File: config.mk
export PLATFORM = sky130hd
export DESIGN_NAME = axis_stream_adapter
export DESIGN_NICKNAME = d
export VERILOG_FILES = /design/src/rtl/axis_stream_adapter.sv
export SDC_FILE = /design/constraint.sdc
export NUM_CORES = 1
export LEC_CHECK = 0
export BUFFER_PORTS_ARGS = -buffer_cell sky130_fd_sc_hd__buf_2
export CORE_MARGIN = 2
export CORE_UTILIZATION = 59
export CTS_BUF_LIST = sky130_fd_sc_hd__clkbuf_4
export CTS_CLUSTER_DIAMETER = 60
export DETAILED_ROUTE_END_ITERATION = 16
export GPL_TIMING_DRIVEN = 0
export PLACE_DENSITY = 0.84
export RECOVER_POWER = 50
export SKIP_CTS_REPAIR_TIMING = 1
export SYNTH_ARGS = -nofsm -noshare
export SYNTH_HDL_FRONTEND = slang
export SYNTH_SLANG_ARGS = --single-unit
File: constraint.sdc
create_clock -name clk -period 2.3 [get_ports clk]
set_input_delay 0 -clock clk [delete_from_list [all_inputs] [get_ports clk]]
set_output_delay 0 -clock clk [all_outputs]
set_load 0.05 [all_outputs]
File: src/rtl/axis_stream_adapter.sv
// -----------------------------------------------------------------------------
// axis_stream_adapter
//
// AXI-Stream front/back end for the neuromorphic network datapath.
//   Input side : deserialises BUS_WIDTH beats into INP_WIDTH source words for
//                network_source, with optional tlast framing checks.
//   Output side: buffers OUT_WIDTH network_sink words in a FIFO and serialises
//                each word back onto the bus, tlast on the final beat of a word.
//
// Ports
//   clk, rst                 clock, synchronous active-high reset
//   s_axis_tdata/tvalid/tlast/tready   narrow input bus
//   src, src_valid, src_ready          assembled source word handshake
//   snk, snk_valid, snk_ready          sink word into the output FIFO
//   m_axis_tdata/tvalid/tlast/tready   narrow output bus
//   fifo_level               words currently held in the output FIFO
//   frame_err                sticky framing error (cleared by rst only)
//
// Every output is driven straight from a register.
// -----------------------------------------------------------------------------
module axis_stream_adapter #(
    parameter int BUS_WIDTH   = 8,
    parameter int INP_WIDTH   = 32,
    parameter int OUT_WIDTH   = 16,
    parameter int OUT_DEPTH   = 4,
    parameter bit MSB_FIRST   = 1'b1,
    parameter bit CHECK_TLAST = 1'b1
) (
    input  logic                           clk,
    input  logic                           rst,
    input  logic [BUS_WIDTH-1:0]           s_axis_tdata,
    input  logic                           s_axis_tvalid,
    input  logic                           s_axis_tlast,
    output logic                           s_axis_tready,
    output logic [INP_WIDTH-1:0]           src,
    output logic                           src_valid,
    input  logic                           src_ready,
    input  logic [OUT_WIDTH-1:0]           snk,
    input  logic                           snk_valid,
    output logic                           snk_ready,
    output logic [BUS_WIDTH-1:0]           m_axis_tdata,
    output logic                           m_axis_tvalid,
    output logic                           m_axis_tlast,
    input  logic                           m_axis_tready,
    output logic [$clog2(OUT_DEPTH+1)-1:0] fifo_level,
    output logic                           frame_err
);

    localparam int IN_BEATS  = INP_WIDTH / BUS_WIDTH;
    localparam int OUT_BEATS = OUT_WIDTH / BUS_WIDTH;
    // Counters keep at least one bit so single-beat words stay legal.
    localparam int ICW = (IN_BEATS > 1) ? $clog2(IN_BEATS) : 1;
    localparam int OCW = (OUT_BEATS > 1) ? $clog2(OUT_BEATS) : 1;
    localparam int AW  = $clog2(OUT_DEPTH);
    localparam int LW  = $clog2(OUT_DEPTH + 1);

    localparam logic [ICW-1:0] IN_LAST    = ICW'(IN_BEATS - 1);
    localparam logic [ICW-1:0] IN_ZERO    = ICW'(0);
    localparam logic [ICW-1:0] IN_ONE     = ICW'(1);
    localparam logic [OCW-1:0] OUT_LAST   = OCW'(OUT_BEATS - 1);
    localparam logic [OCW-1:0] OUT_ZERO   = OCW'(0);
    localparam logic [OCW-1:0] OUT_ONE    = OCW'(1);
    localparam logic [AW-1:0]  PTR_ZERO   = AW'(0);
    localparam logic [AW-1:0]  PTR_ONE    = AW'(1);
    localparam logic [LW-1:0]  LEVEL_ZERO = LW'(0);
    localparam logic [LW-1:0]  LEVEL_ONE  = LW'(1);
    localparam logic [LW-1:0]  LEVEL_FULL = LW'(OUT_DEPTH);

    typedef enum logic [0:0] {
        ST_COLLECT = 1'b0,
        ST_HOLD    = 1'b1
    } in_state_t;

    // Slice of the source word that beat number k lands in.
    function automatic logic [ICW-1:0] in_slice_idx(input logic [ICW-1:0] k);
        if (MSB_FIRST) begin
            return IN_LAST - k;
        end else begin
            return k;
        end
    endfunction

    // Bus beat number k of sink word w, in the configured beat order.
    function automatic logic [BUS_WIDTH-1:0] out_slice(input logic [OUT_WIDTH-1:0] w,
                                                       input logic [OCW-1:0]       k);
        logic [OCW-1:0] idx;
        if (MSB_FIRST) begin
            idx = OUT_LAST - k;
        end else begin
            idx = k;
        end
        return w[int'(idx)*BUS_WIDTH +: BUS_WIDTH];
    endfunction

    // ---------------------------------------------------------------- input side
    in_state_t              in_state_r;
    logic [ICW-1:0]         in_cnt_r;
    logic [INP_WIDTH-1:0]   word_r;
    logic                   src_valid_r;
    logic                   s_tready_r;
    logic                   frame_err_r;

    // Input deserialiser FSM: collect beats, then hold the word until taken.
    always_ff @(posedge clk) begin
        if (rst) begin
            in_state_r  <= ST_COLLECT;
            in_cnt_r    <= IN_ZERO;
            word_r      <= {INP_WIDTH{1'b0}};
            src_valid_r <= 1'b0;
            s_tready_r  <= 1'b0;
            frame_err_r <= 1'b0;
        end else begin
            case (in_state_r)
                ST_COLLECT: begin
                    if (s_axis_tvalid && s_tready_r) begin
                        word_r[int'(in_slice_idx(in_cnt_r))*BUS_WIDTH +: BUS_WIDTH] <= s_axis_tdata;
                        if (in_cnt_r == IN_LAST) begin
                            // Word complete; a missing tlast is flagged but the word is kept.
                            in_state_r  <= ST_HOLD;
                            in_cnt_r    <= IN_ZERO;
                            src_valid_r <= 1'b1;
                            s_tready_r  <= 1'b0;
                            if (CHECK_TLAST && !s_axis_tlast) begin
                                frame_err_r <= 1'b1;
                            end
                        end else if (CHECK_TLAST && s_axis_tlast) begin
                            // Early tlast: drop the partial word, next beat starts afresh.
                            in_cnt_r   <= IN_ZERO;
                            s_tready_r <= 1'b1;
                            frame_err_r <= 1'b1;
                        end else begin
                            in_cnt_r   <= in_cnt_r + IN_ONE;
                            s_tready_r <= 1'b1;
                        end
                    end else begin
                        s_tready_r <= 1'b1;
                    end
                end
                ST_HOLD: begin
                    if (src_ready) begin
                        in_state_r  <= ST_COLLECT;
                        src_valid_r <= 1'b0;
                        s_tready_r  <= 1'b1;
                    end
                end
                default: begin
                    in_state_r  <= ST_COLLECT;
                    in_cnt_r    <= IN_ZERO;
                    src_valid_r <= 1'b0;
                    s_tready_r  <= 1'b0;
                end
            endcase
        end
    end

    // ---------------------------------------------------------------- output FIFO
    logic [OUT_WIDTH-1:0] mem_r [OUT_DEPTH];
    logic [AW-1:0]        wr_ptr_r;
    logic [AW-1:0]        rd_ptr_r;
    logic [LW-1:0]        level_r;
    logic [LW-1:0]        level_next_s;
    logic                 snk_ready_r;
    logic                 push_s;
    logic                 pop_s;

    logic [OCW-1:0]       out_cnt_r;
    logic [BUS_WIDTH-1:0] m_tdata_r;
    logic                 m_tvalid_r;
    logic                 m_tlast_r;

    // snk_ready reflects the registered level, so a full FIFO never accepts a
    // word even when the head is popped in the same cycle.
    assign push_s = snk_valid && snk_ready_r;
    // The head word stays in the FIFO while it is serialised; it leaves on the
    // final beat handshake.
    assign pop_s  = m_tvalid_r && m_axis_tready && m_tlast_r;

    // Next FIFO level from the push/pop pair.
    always_comb begin
        level_next_s = level_r;
        if (push_s && !pop_s) begin
            level_next_s = level_r + LEVEL_ONE;
        end else if (!push_s && pop_s) begin
            level_next_s = level_r - LEVEL_ONE;
        end else begin
            level_next_s = level_r;
        end
    end

    // FIFO pointers, level and ready flag.
    always_ff @(posedge clk) begin
        if (rst) begin
            wr_ptr_r    <= PTR_ZERO;
            rd_ptr_r    <= PTR_ZERO;
            level_r     <= LEVEL_ZERO;
            snk_ready_r <= 1'b0;
        end else begin
            if (push_s) begin
                wr_ptr_r <= wr_ptr_r + PTR_ONE;
            end
            if (pop_s) begin
                rd_ptr_r <= rd_ptr_r + PTR_ONE;
            end
            level_r     <= level_next_s;
            snk_ready_r <= (level_next_s != LEVEL_FULL);
        end
    end

    // FIFO storage; contents are don't-care until written.
    always_ff @(posedge clk) begin
        if (push_s) begin
            mem_r[wr_ptr_r] <= snk;
        end
    end

    // ---------------------------------------------------------------- serialiser
    // Output serialiser: loads the head when idle, walks its beats and chains
    // straight into the following word when one is already queued.
    always_ff @(posedge clk) begin
        if (rst) begin
            out_cnt_r  <= OUT_ZERO;
            m_tdata_r  <= {BUS_WIDTH{1'b0}};
            m_tvalid_r <= 1'b0;
            m_tlast_r  <= 1'b0;
        end else if (!m_tvalid_r) begin
            if (level_r != LEVEL_ZERO) begin
                out_cnt_r  <= OUT_ZERO;
                m_tdata_r  <= out_slice(mem_r[rd_ptr_r], OUT_ZERO);
                m_tvalid_r <= 1'b1;
                m_tlast_r  <= (OUT_LAST == OUT_ZERO);
            end
        end else if (m_axis_tready) begin
            if (m_tlast_r) begin
                if (level_r > LEVEL_ONE) begin
                    out_cnt_r  <= OUT_ZERO;
                    m_tdata_r  <= out_slice(mem_r[rd_ptr_r + PTR_ONE], OUT_ZERO);
                    m_tvalid_r <= 1'b1;
                    m_tlast_r  <= (OUT_LAST == OUT_ZERO);
                end else begin
                    out_cnt_r  <= OUT_ZERO;
                    m_tvalid_r <= 1'b0;
                    m_tlast_r  <= 1'b0;
                end
            end else begin
                out_cnt_r <= out_cnt_r + OUT_ONE;
                m_tdata_r <= out_slice(mem_r[rd_ptr_r], out_cnt_r + OUT_ONE);
                m_tlast_r <= ((out_cnt_r + OUT_ONE) == OUT_LAST);
            end
        end
    end

    assign s_axis_tready = s_tready_r;
    assign src           = word_r;
    assign src_valid     = src_valid_r;
    assign snk_ready     = snk_ready_r;
    assign m_axis_tdata  = m_tdata_r;
    assign m_axis_tvalid = m_tvalid_r;
    assign m_axis_tlast  = m_tlast_r;
    assign fifo_level    = level_r;
    assign frame_err     = frame_err_r;

endmodule

=== After elaboration in Yosys (flattened, before gate mapping) ===
Memory sizes are Yosys's and may differ from the RTL's. A register that Yosys moved wholly into a read port is not among the register bits.
Index checks and enable logic that the tools add are counted.

* Reductions and logical operators: 16
* Equality and inequality tests: 8
* Mux-type cells: 53
* Shift operators: 5
* $add $sub $neg: 9
* $lt $le $gt $ge: 1
* Bitwise logic cells: 1

{| class="wikitable"
|+ Operators with widths
! cell !! count
|-
| indexed part select 16 x 5 -> 8 bit || 3
|-
| 2-to-1 mux 8 bit || 5
|-
| 2-to-1 mux 1 bit || 35
|-
| negation 5 -> 33 bit || 1
|-
| variable shift 8 x 33 -> 32 bit (first input constant) || 1
|-
| indexed part select 8 x 33 -> 32 bit || 1
|-
| bitwise mux 32 bit || 1
|-
| 2-to-1 mux 2 bit || 7
|-
| inequality test 2 bit (second input constant) || 5
|-
| adder 2 x 1 -> 2 bit (second input constant) || 3
|-
| logical AND 1 bit || 6
|-
| 2-to-1 mux 3 bit || 2
|-
| case mux 1 bit (2 select lines) || 3
|-
| AND reduction 3 bit || 2
|-
| AND reduction 2 bit || 2
|-
| AND reduction 4 bit || 1
|-
| nonzero test 2 bit || 2
|-
| adder 3 x 1 -> 3 bit (second input constant) || 1
|-
| greater-than comparator 3 x 1 -> 1 bit (second input constant) || 1
|-
| inequality test 3 x 2 -> 1 bit (second input constant) || 1
|-
| inequality test 3 bit (second input constant) || 1
|-
| nonzero test 3 bit || 1
|-
| subtractor 3 x 1 -> 3 bit (second input constant) || 1
|-
| == test 2 bit (second input constant) || 1
|-
| other kinds (5) || 6
|}

* Output and inout port bits: 49
* Register bits after elaboration: 56
* Memories: 1
* Memory bits (writable): 64
* Input port bits: 31

{| class="wikitable"
|+ Memories
! name !! words !! bits a word !! rd ports !! clocked after Yosys merged registers in !! write ports !! RTL line !! source
|-
| mem_r || 4 || 16 || 2 || 1 || 1 || 157 || <nowiki>logic [OUT_WIDTH-1:0] mem_r [OUT_DEPTH];</nowiki>
|}

=== Longest topological paths before layout ===
* Depth after elaboration: 11
* Gate-level depth with buffers: 7
* Mapped depth without buffers: 6

=== Least setup slack after synthesis ===
No wires, ideal clock.

* Path kind: register to register
* Start point: register level_r[0] (netlist: fifo_level[0])
* End point: register snk_ready_r (netlist: snk_ready)
* Buffers on the path: 0
* Data arrival time: 2.080 ns
* Library setup time: 0.120 ns
* Setup slack: 0.101 ns
* Data required time: 2.180 ns
* Stages on the path, launching flop included: 6
* Cells stage by stage: dfxtp_1 > inv_1 > ha_1 > or4_1 > o211a_1 > o31a_1

* Cells in the longest elaborated chain, start to end: 4
* Elaborated cells on any way between the ends: 5
* Classes of those cells: 2 x add/sub; 1 x eq/ne; 2 x mux

{| class="wikitable"
|+ RTL lines
! item !! RTL line !! source
|-
| from (decl) || 160 || <nowiki>logic [LW-1:0] level_r;</nowiki>
|-
| from (signal assigned) || 204 || <nowiki>level_r <= level_next_s;</nowiki>
|-
| subtractor 3 x 1 -> 3 bit || 184 || <nowiki>level_next_s = level_r - LEVEL_ONE;</nowiki>
|-
| 2-to-1 mux 3 bit || 183 || <nowiki>end else if (!push_s && pop_s) begin</nowiki>
|-
| 2-to-1 mux 3 bit * || 181 || <nowiki>if (push_s && !pop_s) begin</nowiki>
|-
| inequality test 3 bit * || 205 || <nowiki>snk_ready_r <= (level_next_s != LEVEL_FULL);</nowiki>
|-
| to (signal assigned) || 205 ||
|-
| to (decl) || 162 || <nowiki>logic snk_ready_r;</nowiki>
|}

Mark *: on every way between the ends. The rest lies on a longest branch, timed or not.
A chain may end at the register's enable or synchronous reset.

=== Worst setup path in the final report ===
* Start point: register in_cnt_r[0]
* End point: register word_r[30] (netlist: src[30])

* Cells in the longest elaborated chain, start to end: 7
* Elaborated cells on any way between the ends: 8
* Classes of those cells: 2 x add/sub; 2 x shift; 4 x mux

{| class="wikitable"
|+ RTL lines
! item !! RTL line !! source
|-
| from (decl) || 97 || <nowiki>logic [ICW-1:0] in_cnt_r;</nowiki>
|-
| from (signal assigned) || 132 || <nowiki>in_cnt_r <= in_cnt_r + IN_ONE;</nowiki>
|-
| subtractor 2 bit * || 77 || <nowiki>return IN_LAST - k;</nowiki>
|-
| 2-to-1 mux 2 bit * || 115 || <nowiki>if (s_axis_tvalid && s_tready_r) begin</nowiki>
|-
| 2-to-1 mux 2 bit * || 113 || <nowiki>case (in_state_r)</nowiki>
|-
| 2-to-1 mux 2 bit * || 105 || <nowiki>if (rst) begin</nowiki>
|-
| negation 5 -> 33 bit * || 116 || <nowiki>word_r[int'(in_slice_idx(in_cnt_r))*BUS_WIDTH +: BUS_WIDTH] <= s_axis_tdata;</nowiki>
|-
| indexed part select 8 x 33 -> 32 bit or variable shift 8 x 33 -> 32 bit (tied branches) || 116 ||
|-
| bitwise mux 32 bit * || 116 ||
|-
| to (signal assigned) || 108 || <nowiki>word_r <= {INP_WIDTH{1'b0}};</nowiki>
|-
| to (signal, indexed assignment) || 116 ||
|-
| to (decl) || 98 || <nowiki>logic [INP_WIDTH-1:0] word_r;</nowiki>
|}

Mark *: on every way between the ends. The rest lies on a longest branch, timed or not. The select of a mux whose other input is x is not followed.

==> impl_metrics.yaml <==
yosys:
  ys_warn_count: 0
  yosysTopAreaCellShare: 0.373
  synth.distinct_cells: 44
  synth_top_area_cell: "edfxtp_1"
  synth_area_leaders: "edfxtp_1 (37%), dfxtp_1 (23%), mux4_2 (6.1%)"
  synth_adder_area_share: 0.0315
  post-synth-top-count-cell: "edfxtp_1"
  synth_compound_area_frac: 0.0854
  ys_ff_latch: 122
  synth-main-ff-cell: "edfxtp_1"
  syn_inst: 398
  synth_area_sq_um: 5160
  synthTopCellsByCount: "edfxtp_1 (64), dfxtp_1 (58), nand2_1 (49)"
  synthMuxAreaShare: 0.128
  synth_area_per_cell_sq_um: 13.0
  yosys.area_share.simple: 0.118
  syn_nets: 442
  synth_xor_area_frac: 0.00849
  synth_top_family_by_area: "multiplexers"
  synth-async-reset-ratio: 0
  synth_edf_count: 64
  seq_area_frac_synth: 0.598
critical_path:
  crit_chain: "inv_1 > ha_1 > nor3_1 > nand3_1 > a21oi_1"
  cpMaxStageDelayCell: "nor3_1"
  worst-path-buf-inv: 1
  crit_required_ps: 2750
  crit_family: "simple AND/OR/NAND/NOR gates"
  path_class: "register to register"
  crit_path_end_kind: "register"
  slowest_delay_ps: 630
  crit_path_max_fanout: 8
  cp.arrival_ps: 2540
  crit_path_start_kind: "register"
finish:
  final_nets: 570
  instances_no_fill: 647
  fillCellCount: 604
  drive_above_1_share: 0.148
  syn2layout_area_growth_pct: 21.0
  diodes: 0
cts:
  cts_buffers: 17
  insertion_delay_ps: 530
  clockBufferDepth: 2
  clkTransAtPathRegs_ps: 130
  root_buffer: "clkbuf_4"
  cts_sinks: 122
  cts_tree: "done"
  htreeDepth: 4
detailed_routing:
  drtIter0Drc: 182
  vias_per_cell: 5.74
  drc_errors: 0
  antenna_left: 0
  drt_pass1_iterations: 5
  vias: 3712
  routed_wl_um: 11900
  routedWlPerCell_um: 18.3
grt:
  grt_pass1_vias: 3541
  antenna_found_initial: 0
  grtUsageTotal: 0.240
  grt_pass1_wl_um: 17500
  grt_max_degree: 17
  grt.overflow.total: 0
placed_design:
  portBuffers: 79
  dp_hpwl_um: 7610
  placed_cells: 585
  place_congestion: 0.848
timing:
  setup_viol: 0
  fin_crit_sh: 0.911
  slew_headroom: 0.396
  rsz0062_at_grt: "false"
  slew_violations: 0
  fin_crit_ps: 2090
  clock.fmax_mhz: 477
  worst_slew_pin_slew_ps: 906
  report.final.hold_viol_count: 0
  fin_worst_skew_ps: 23.1
  setup_tns_ps: 0
floorplan:
  initial_utilization: 0.600
  row_count: 34
  core_sq_um: 8590
  fp.dieArea_sq_um: 9510
  boundaryPins: 80
  die_h_um: 97.5
  die_w_um: 97.5
status:
  status: "finished, final reports clean"
power_and_ir_drop:
  p_leak_nw: 2.16
  powerDensity_nw_per_um2: 791
  peakVddDrop_mv: 0.526
flow_run:
  maxCapViolCount: 0
hold_path:
  hp-class: "input port to register"
-- path summary, 6_finish.rpt --
| kind | startpoint | end | slack, ps | depth (start not counted) |
|---|---|---|---|---|
| setup / recovery | in_cnt_r[0]$_SDFFE_PP0P_ | src[30]$_SDFFE_PP0P_ | 210 | 5 |
| hold reg to reg | src[5]$_SDFFE_PP0P_ | src[5]$_SDFFE_PP0P_ | 460 | 2 |
| hold / removal | snk[2] | mem_r[0][2]$_DFFE_PP_ | 270 | 2 |
| setup reg to reg | in_cnt_r[0]$_SDFFE_PP0P_ | src[30]$_SDFFE_PP0P_ | 210 | 5 |
-- cell families after synthesis --
family / after synthesis
muxes: 32
adders and majority gates: 13
xor gates and xnor gates: 5
buffers and inverters: 30
AOI/OAI and AO/OA: 66
DFF: 122
and+or+nand+nor: 130
-- power by group --
group | internal, mW | switching (mW) | leakage [nW] | total (mW)
logic | 0.240 | 0.514 | 0.934 | 0.754
registers | 2.38 | 0.0686 | 1.05 | 2.45
clock network | 0.801 | 0.933 | 0.175 | 1.73
-- state kept, by name (all words and copies together) (netlist names), named ones only --
register	count
m_axis_tlast	1
m_axis_tdata	8
s_axis_tready	1
snk_ready	1
rd_ptr_r	2
frame_err	1
wr_ptr_r	2
src_valid	1
mem_r	64
fifo_level	3
in_state_r	1
m_axis_tvalid	1
src	32
in_cnt_r	2
-- per-stage QoR --
stage                     worst slack (ps)  hold WS, ps  instance area [sq um]   util  total power, mW
after floorplan                        101         98.9                   5160      -             3.01
after global placement                 324          207                   5690  0.662             3.20
after global routing                  5.31          242                   6240  0.726             5.11
final                                  205          274                   6240  0.726             4.94
after CTS                              212         -340                   6020  0.700             4.92
after detailed placement               257          216                   5690  0.662             3.22
-- layout by cell type (no fill, tap or decap), drive strengths merged, types with 5 or more instances in the layout --
| cell type | netlist | layout |
|---|---|---|
| nor2 | 20 | 20 |
| buf | 16 | 32 |
| mux2i | 8 | 8 |
| mux4 | 24 | 24 |
| nor3 | 5 | 5 |
| a31o | 5 | 5 |
| nand2 | 49 | 49 |
| inv | 7 | 17 |
| and3 | 7 | 7 |
| dlygate4sd3 | 0 | 30 |
| a2111oi | 5 | 5 |
| edfxtp | 64 | 64 |
| a21oi | 42 | 42 |
| and2 | 6 | 6 |
| ha | 13 | 13 |
| dfxtp | 58 | 58 |
| nand3 | 33 | 33 |
| clkbuf | 7 | 87 |
-- routing by layer --
layer	GRT usage	wire [um]
met1	0.280	4810
met3	0.0777	644
met2	0.412	6140
met4	0.0951	265
met5	0	0
-- layout make-up --
type                            count  area, sq um  share of cell area
Buffer                             23          138              0.0221
Clock buffer                       17          128              0.0204
Clock inverter                     15          201              0.0323
Inverter                            7         26.3             0.00421
Multi-Input combinational cell    246         1910               0.306
Sequential cell                   122         3080               0.494
Tap cell                          108          135              0.0217
Timing Repair Buffer              109          618              0.0990
Note: power is estimated with default switching activity, not from simulation.
